<file path="config.mk">
export PLATFORM = sky130hd
export DESIGN_NAME = regfile
export DESIGN_NICKNAME = d
export VERILOG_FILES = /design/src/rtl/regfile.sv
export SDC_FILE = /design/constraint.sdc
export NUM_CORES = 2
export LEC_CHECK = 0
export ABC_AREA = 0
export CELL_PAD_IN_SITES_DETAIL_PLACEMENT = 2
export CELL_PAD_IN_SITES_GLOBAL_PLACEMENT = 2
export CORE_ASPECT_RATIO = 1.2
export CORE_MARGIN = 4
export CORE_UTILIZATION = 47
export CTS_BUF_LIST = sky130_fd_sc_hd__clkbuf_8
export DETAILED_ROUTE_END_ITERATION = 10
export PLACE_DENSITY = 0.93
export SLEW_MARGIN = 20
export SYNTH_ARGS = -nofsm -noshare
export SYNTH_HDL_FRONTEND = slang
export SYNTH_SLANG_ARGS = --single-unit
</file>
<file path="constraint.sdc">
create_clock -name clk -period 4.6 [get_ports clk]
set_clock_uncertainty 0.2 [all_clocks]
set_input_delay 0.92 -clock clk [delete_from_list [all_inputs] [get_ports clk]]
set_output_delay 0.92 -clock clk [all_outputs]
set_load 0.005 [all_outputs]
</file>
<file path="src/rtl/regfile.sv">
// Integer register file with a write-back port, two combinational read ports,
// EX/MEM/WB forwarding and load-use hazard detection. x0 always reads zero.
module regfile #(
  parameter int XLEN = 64,
  parameter int AW   = 5
) (
  input  logic            clk,
  input  logic            rst_n,
  input  logic [AW-1:0]   wb_wd,
  input  logic            wb_wreg,
  input  logic [XLEN-1:0] wb_wdata,
  input  logic            re1,
  input  logic            re2,
  input  logic [AW-1:0]   raddr1,
  input  logic [AW-1:0]   raddr2,
  output logic [XLEN-1:0] rdata1,
  output logic [XLEN-1:0] rdata2,
  input  logic            ex_wreg,
  input  logic [AW-1:0]   ex_wd,
  input  logic [XLEN-1:0] ex_wdata,
  input  logic            ex_is_load,
  input  logic            mem_wreg,
  input  logic [AW-1:0]   mem_wd,
  input  logic [XLEN-1:0] mem_wdata,
  output logic            load_use_stall
);

  localparam int DEPTH = 2 ** AW;

  // Entry 0 is never written, so it stays a constant zero after reset.
  logic [XLEN-1:0] regs_r [DEPTH];
  logic [XLEN-1:0] rdata1_s;
  logic [XLEN-1:0] rdata2_s;
  logic            stall_s;

  // Array write from the write-back stage; asynchronous clear on reset.
  always_ff @(posedge clk or negedge rst_n) begin
    if (!rst_n) begin
      for (int i = 0; i < DEPTH; i++) begin
        regs_r[i] <= {XLEN{1'b0}};
      end
    end else if (wb_wreg && (wb_wd != {AW{1'b0}})) begin
      regs_r[wb_wd] <= wb_wdata;
    end else begin
      regs_r <= regs_r;
    end
  end

  function automatic logic [XLEN-1:0] read_sel(
    input logic            re,
    input logic [AW-1:0]   ra,
    input logic [XLEN-1:0] arr
  );
    logic [XLEN-1:0] res;
    if (!re || (ra == {AW{1'b0}})) begin
      res = {XLEN{1'b0}};
    end else if (ex_wreg && !ex_is_load && (ex_wd != {AW{1'b0}}) && (ex_wd == ra)) begin
      res = ex_wdata;
    end else if (mem_wreg && (mem_wd != {AW{1'b0}}) && (mem_wd == ra)) begin
      res = mem_wdata;
    end else if (wb_wreg && (wb_wd != {AW{1'b0}}) && (wb_wd == ra)) begin
      res = wb_wdata;
    end else begin
      res = arr;
    end
    return res;
  endfunction

  // Read muxes and hazard detect; everything is forced quiet while in reset.
  always_comb begin
    rdata1_s = {XLEN{1'b0}};
    rdata2_s = {XLEN{1'b0}};
    stall_s  = 1'b0;
    if (rst_n) begin
      rdata1_s = read_sel(re1, raddr1, regs_r[raddr1]);
      rdata2_s = read_sel(re2, raddr2, regs_r[raddr2]);
      stall_s  = ex_wreg && ex_is_load && (ex_wd != {AW{1'b0}}) &&
                 ((re1 && (raddr1 == ex_wd)) || (re2 && (raddr2 == ex_wd)));
    end else begin
      rdata1_s = {XLEN{1'b0}};
      rdata2_s = {XLEN{1'b0}};
      stall_s  = 1'b0;
    end
  end

  assign rdata1         = rdata1_s;
  assign rdata2         = rdata2_s;
  assign load_use_stall = stall_s;

endmodule

</file>
==> results.py, run 1 <==
metrics = {
    "status": {
        "status": "stopped before the end",
        "stop_stage": "5_1_grt",
        "firstError": "[ERROR GRT-0116] Global routing finished with congestion. Check the congestion regions in the DRC Viewer.",
    },
    "die": {
        "initial_core_util_pct": 47.2,
        "row_count": 196,
        "die_h_um": 543,
        "die_x_um": 454,
        "io_pins": 354,
    },
    "grt": {
        "grt_max_degree": 177,
        "overflow": 67,
        "grt_pass1_wl_mm": 1220,
        "grt_pass1_vias": 122649,
        "track_usage_pct": 73.6,
    },
    "place": {
        "hpwl_mm": 414,
        "dp.cells": 11147,
        "portBuffers": 353,
        "gp_congestion": 0.932,
        "dpl_cell_area_mm2": 0.126,
    },
    "clocking": {
        "htree_levels": 5,
        "cts.sinks": 2048,
        "ctsRootBufferMaster": "clkbuf_8",
        "cts_made_buffers": 351,
        "clockBufferDepth": 4,
    },
    "yosys": {
        "synthCells": 7605,
        "ys_seq_elements": 2048,
        "avgSynthCellArea_um2": 14.7,
        "async_reset_ff_share_pct": 100,
        "yosys_warnings": 0,
        "synth_ff_type": "dfrtp_1",
        "syn-num-nets": 7830,
        "syn_area_mm2": 0.112,
        "synth_edf_count": 0,
        "ys_types": 76,
        "seq_area_frac_synth_pct": 45.7,
    },
}
[metrics by stage]
stage | setup slack [ps] | hold WS, ps | util [%]
3_5_place_dp | -1360 | 184 | 52.8
2_1_floorplan | 709 | 241 | -
4_1_cts | -184 | 209 | 58.9
3_3_place_gp | -1530 | 177 | 52.8
[synthesized netlist by cell type, drive strengths merged, types with 25 or more instances]
master / number / area share [%]
mux2i: 293 / 2.6
nor2b: 46 / 0.26
o2bb2ai: 54 / 0.42
a22oi: 135 / 0.90
nor2: 96 / 0.35
clkbuf: 561 / 1.9
nor3: 49 / 0.22
o22ai: 145 / 0.81
o21ai: 128 / 0.57
a21oi: 116 / 0.52
mux2: 1958 / 20
buf: 348 / 1.9
nor4: 58 / 0.33
mux4: 1031 / 21
xnor2: 29 / 0.23
nand2: 148 / 0.50
dfrtp: 2048 / 46
o32ai: 25 / 0.20
a211oi: 109 / 0.73
a2111oi: 36 / 0.31
[metal layers]
| layer | GRT overflow | GRT usage, % |
|---|---|---|
| met5 | 0 | 31.7 |
| met3 | 2 | 61.4 |
| met2 | 31 | 88.9 |
| met1 | 1 | 71.7 |
| met4 | 33 | 74.0 |
[repair_timing]
action / 4_1_cts
gates cloned: 27
setup buffers: 170
endpoints found under the setup margin: 128
endpoints found under the hold margin: 98
hold buffers: 5
pin swaps: 167
gates resized for setup: 1261
[logic make-up after synthesis]
family                 count (synthesis)  share of synthesized area (%)
XOR/XNOR                              30                          0.234
AND/OR/NAND/NOR                      487                           2.20
buffers and inverters                915                           3.76
multiplexers                        3282                           43.0
flip-flops                          2048                           45.7
AO/OA/AOI/OAI                        843                           5.14
==> inputs of run 2 (changes only) <==
Settings changed: CELL_PAD_IN_SITES_DETAIL_PLACEMENT 2 to default, CELL_PAD_IN_SITES_GLOBAL_PLACEMENT 2 to default, CORE_ASPECT_RATIO 1.2 to default, CORE_UTILIZATION 47 to 40, CTS_BUF_LIST sky130_fd_sc_hd__clkbuf_8 to default, PLACE_DENSITY 0.93 to default, PLACE_DENSITY_LB_ADDON from default to 0.15.
==> results.py, run 2 <==
metrics = {
    "status": {
        "status": "finished with violations",
        "violations": "negative setup slack",
    },
    "yosys": {
        "synth_area_leader_cell": "dfrtp_1",
        "synth_ff_type": "dfrtp_1",
        "ys_top_cells_by_area": "dfrtp_1, mux4_2, mux2_2",
        "avgSynthCellArea_um2": 14.7,
        "ys_types": 76,
        "async_reset_ff_share_pct": 100,
        "yosys_warnings": 0,
        "synthCells": 7605,
        "syn_area_mm2": 0.112,
        "yosys.cell_count.top_type": "dfrtp_1",
        "ys_seq_elements": 2048,
        "seq_area_frac_synth_pct": 45.7,
        "synth_top_cell_area_share_pct": 45.7,
        "yosys-top-cells-count": "dfrtp_1, mux2_2, mux4_2, clkbuf_1, mux2i_1",
        "synth_edf_count": 0,
        "syn-num-nets": 7830,
    },
    "clocking": {
        "worst_skew_pair.late_latency_ps": 900,
        "cts.sinks": 2048,
        "path_clk_slew_ps": 60,
        "htree_levels": 4,
        "clockBufferDepth": 4,
        "ctsRootBufferMaster": "clkbuf_16",
        "cts_tree": "built",
        "cts_made_buffers": 235,
    },
    "cells_and_area": {
        "largest_reg_flops": 2048,
        "area_growth_pct": 27.4,
        "mostFrequentLayoutCell": "dfrtp_1",
        "top_regs": "regs_r (2048)",
        "instances_no_fill": 12567,
        "layout_common_cells": "dfrtp_1, mux2_2, mux4_2",
        "fin_nets": 8844,
        "drive_gt1_share_pct": 59.4,
        "largest-register": "regs_r",
    },
    "drt": {
        "wl_per_cell_um": 38.0,
        "detail-route-antenna-nets": 0,
        "drt_iter0_markers": 8551,
        "vias": 81879,
        "dr.pass1.iters": 6,
        "wl_mm": 478,
        "viasPerCell": 6.52,
        "drc": 0,
    },
    "die": {
        "die_x_um": 538,
        "die_h_um": 538,
        "die-area_mm2": 0.289,
        "core_mm2": 0.279,
        "row_count": 194,
        "initial_core_util_pct": 40.2,
        "io_pins": 354,
    },
    "place": {
        "portBuffers": 353,
        "dp.cells": 11809,
        "gp_congestion": 0.917,
        "hpwl_mm": 307,
    },
    "grt": {
        "grt_pass1_wl_mm": 666,
        "overflow": 0,
        "track_usage_pct": 32.5,
        "antenna_found_initial": 32,
        "grt_pass1_vias": 83999,
        "grt_max_degree": 166,
    },
    "pwr": {
        "peakVddDrop_mv": 0.368,
        "p_per_area_mw_per_mm2": 403,
        "p_leak_nw": 61.0,
    },
    "sta": {
        "setup_viol": 16,
        "fin_crit_sh_pct": 101,
        "worstMarginPinSlew_ps": 1200,
        "period_needed_ps": 4630,
        "worst_hold_slack_ps": 196,
        "fmax_ghz": 0.216,
        "hold_viol": 0,
        "final.setup.worst_slack_ps": -31.9,
        "rsz0062_at_grt": "yes",
        "slew_violations": 0,
        "relSlewSlack_pct": 19.7,
    },
    "critical_path": {
        "cp_common_cell": "buf_4",
        "crit_buf_inv": 8,
        "criticalPathCategory": "in -> out",
        "cp.arrival_ps": 3510,
        "cp_top_family": "buffers and inverters",
        "crit_chain": "buf_2 -> xnor2_1 -> nand4_1 -> or4_4 -> buf_12 -> buf_4 -> buf_16 -> buf_16 -> buf_4 -> o22ai_2 -> nor3_2 -> buf_4 -> clkdlybuf4s15_2",
        "startpoint_type": "input port",
        "worst_setup_path_end_kind": "output pin",
        "crit_path_max_incr_delay_ps": 650,
        "cp_data_required_time_ps": 3480,
        "slowest_stage": "or4_4",
        "critPathMaxFanout": 7,
    },
    "min_path": {
        "min_path_type": "reg -> reg",
    },
    "run": {
        "maxCapViolCount": 0,
    },
}
-- run 2: per-layer routing --
metal | GRT usage (%) | wire length, um | up-vias
li1 | - | - | 31809
met1 | 42.0 | 185000 | 44521
met2 | 50.3 | 219000 | 4373
met3 | 7.49 | 40700 | 1162
met4 | 19.1 | 33700 | 14
met5 | 0 | 102 | -
-- run 2: timing repair --
item / CTS / global route
gates cloned: 27 / 7
resized for setup: 1124 / 162
hold buffers: 4 / 0
setup endpoints to repair: 128 / 110
buffers inserted: 188 / 105
endpoints found under the hold margin: 65 / 0
pin swaps: 147 / 68
-- run 2: through the flow --
step | util [%] | cell area (um2) | worst slack, ps | total power [mW] | setup TNS [ps]
after floorplan | - | 112000 | 709 | 31.6 | 0
after global placement | 45.5 | 127000 | -1630 | 36.5 | -115510
after detailed placement | 45.5 | 127000 | -1400 | 36.9 | -108260
after CTS | 50.6 | 141000 | -48.8 | 57.5 | -351
after global routing | 51.2 | 143000 | -58.0 | 59.7 | -356
final | 51.2 | 143000 | -31.9 | 57.6 | -239
-- run 2: power breakdown --
| group | total, mW | switching, mW | internal, mW |
|---|---|---|---|
| Sequential | 24.1 | 2.63 | 21.4 |
| Combinational | 13.7 | 5.66 | 8.05 |
| Clock | 19.8 | 8.04 | 11.8 |
-- run 2: layout make-up --
type                            count  area, um2
Tap cell                         3724       4660
Timing Repair Buffer             1686      18800
Inverter                            6       37.5
Sequential cell                  2048      51200
Antenna cell                       36       90.1
Fill cell                       23409     136000
Multi-Input combinational cell   4642      60000
Clock buffer                      332       6850
Clock inverter                     93       1190
-- run 2: cell families after synthesis --
| family | synth area share, % |
|---|---|
| AOI/OAI and AO/OA | 5.14 |
| xor gates and xnor gates | 0.234 |
| buffers and inverters | 3.76 |
| DFF | 45.7 |
| muxes | 43.0 |
| and+or+nand+nor | 2.20 |
-- run 2: path summary, 6_finish.rpt --
path | start | to | slack, ps | depth (start not counted)
max | raddr1[3] | rdata1[21] | -30 | 13
min | regs_r[2000] | regs_r[2000] | 200 | 0
max reg2reg | regs_r[1856] | regs_r[1856] | 3580 | 1
min reg2reg | regs_r[2000] | regs_r[2000] | 200 | 0
max in group asynchronous | rst_n | regs_r[845] | 1070 | 5
min in group asynchronous | rst_n | regs_r[572] | 590 | 3
Note: power is estimated with default switching activity, not from simulation.
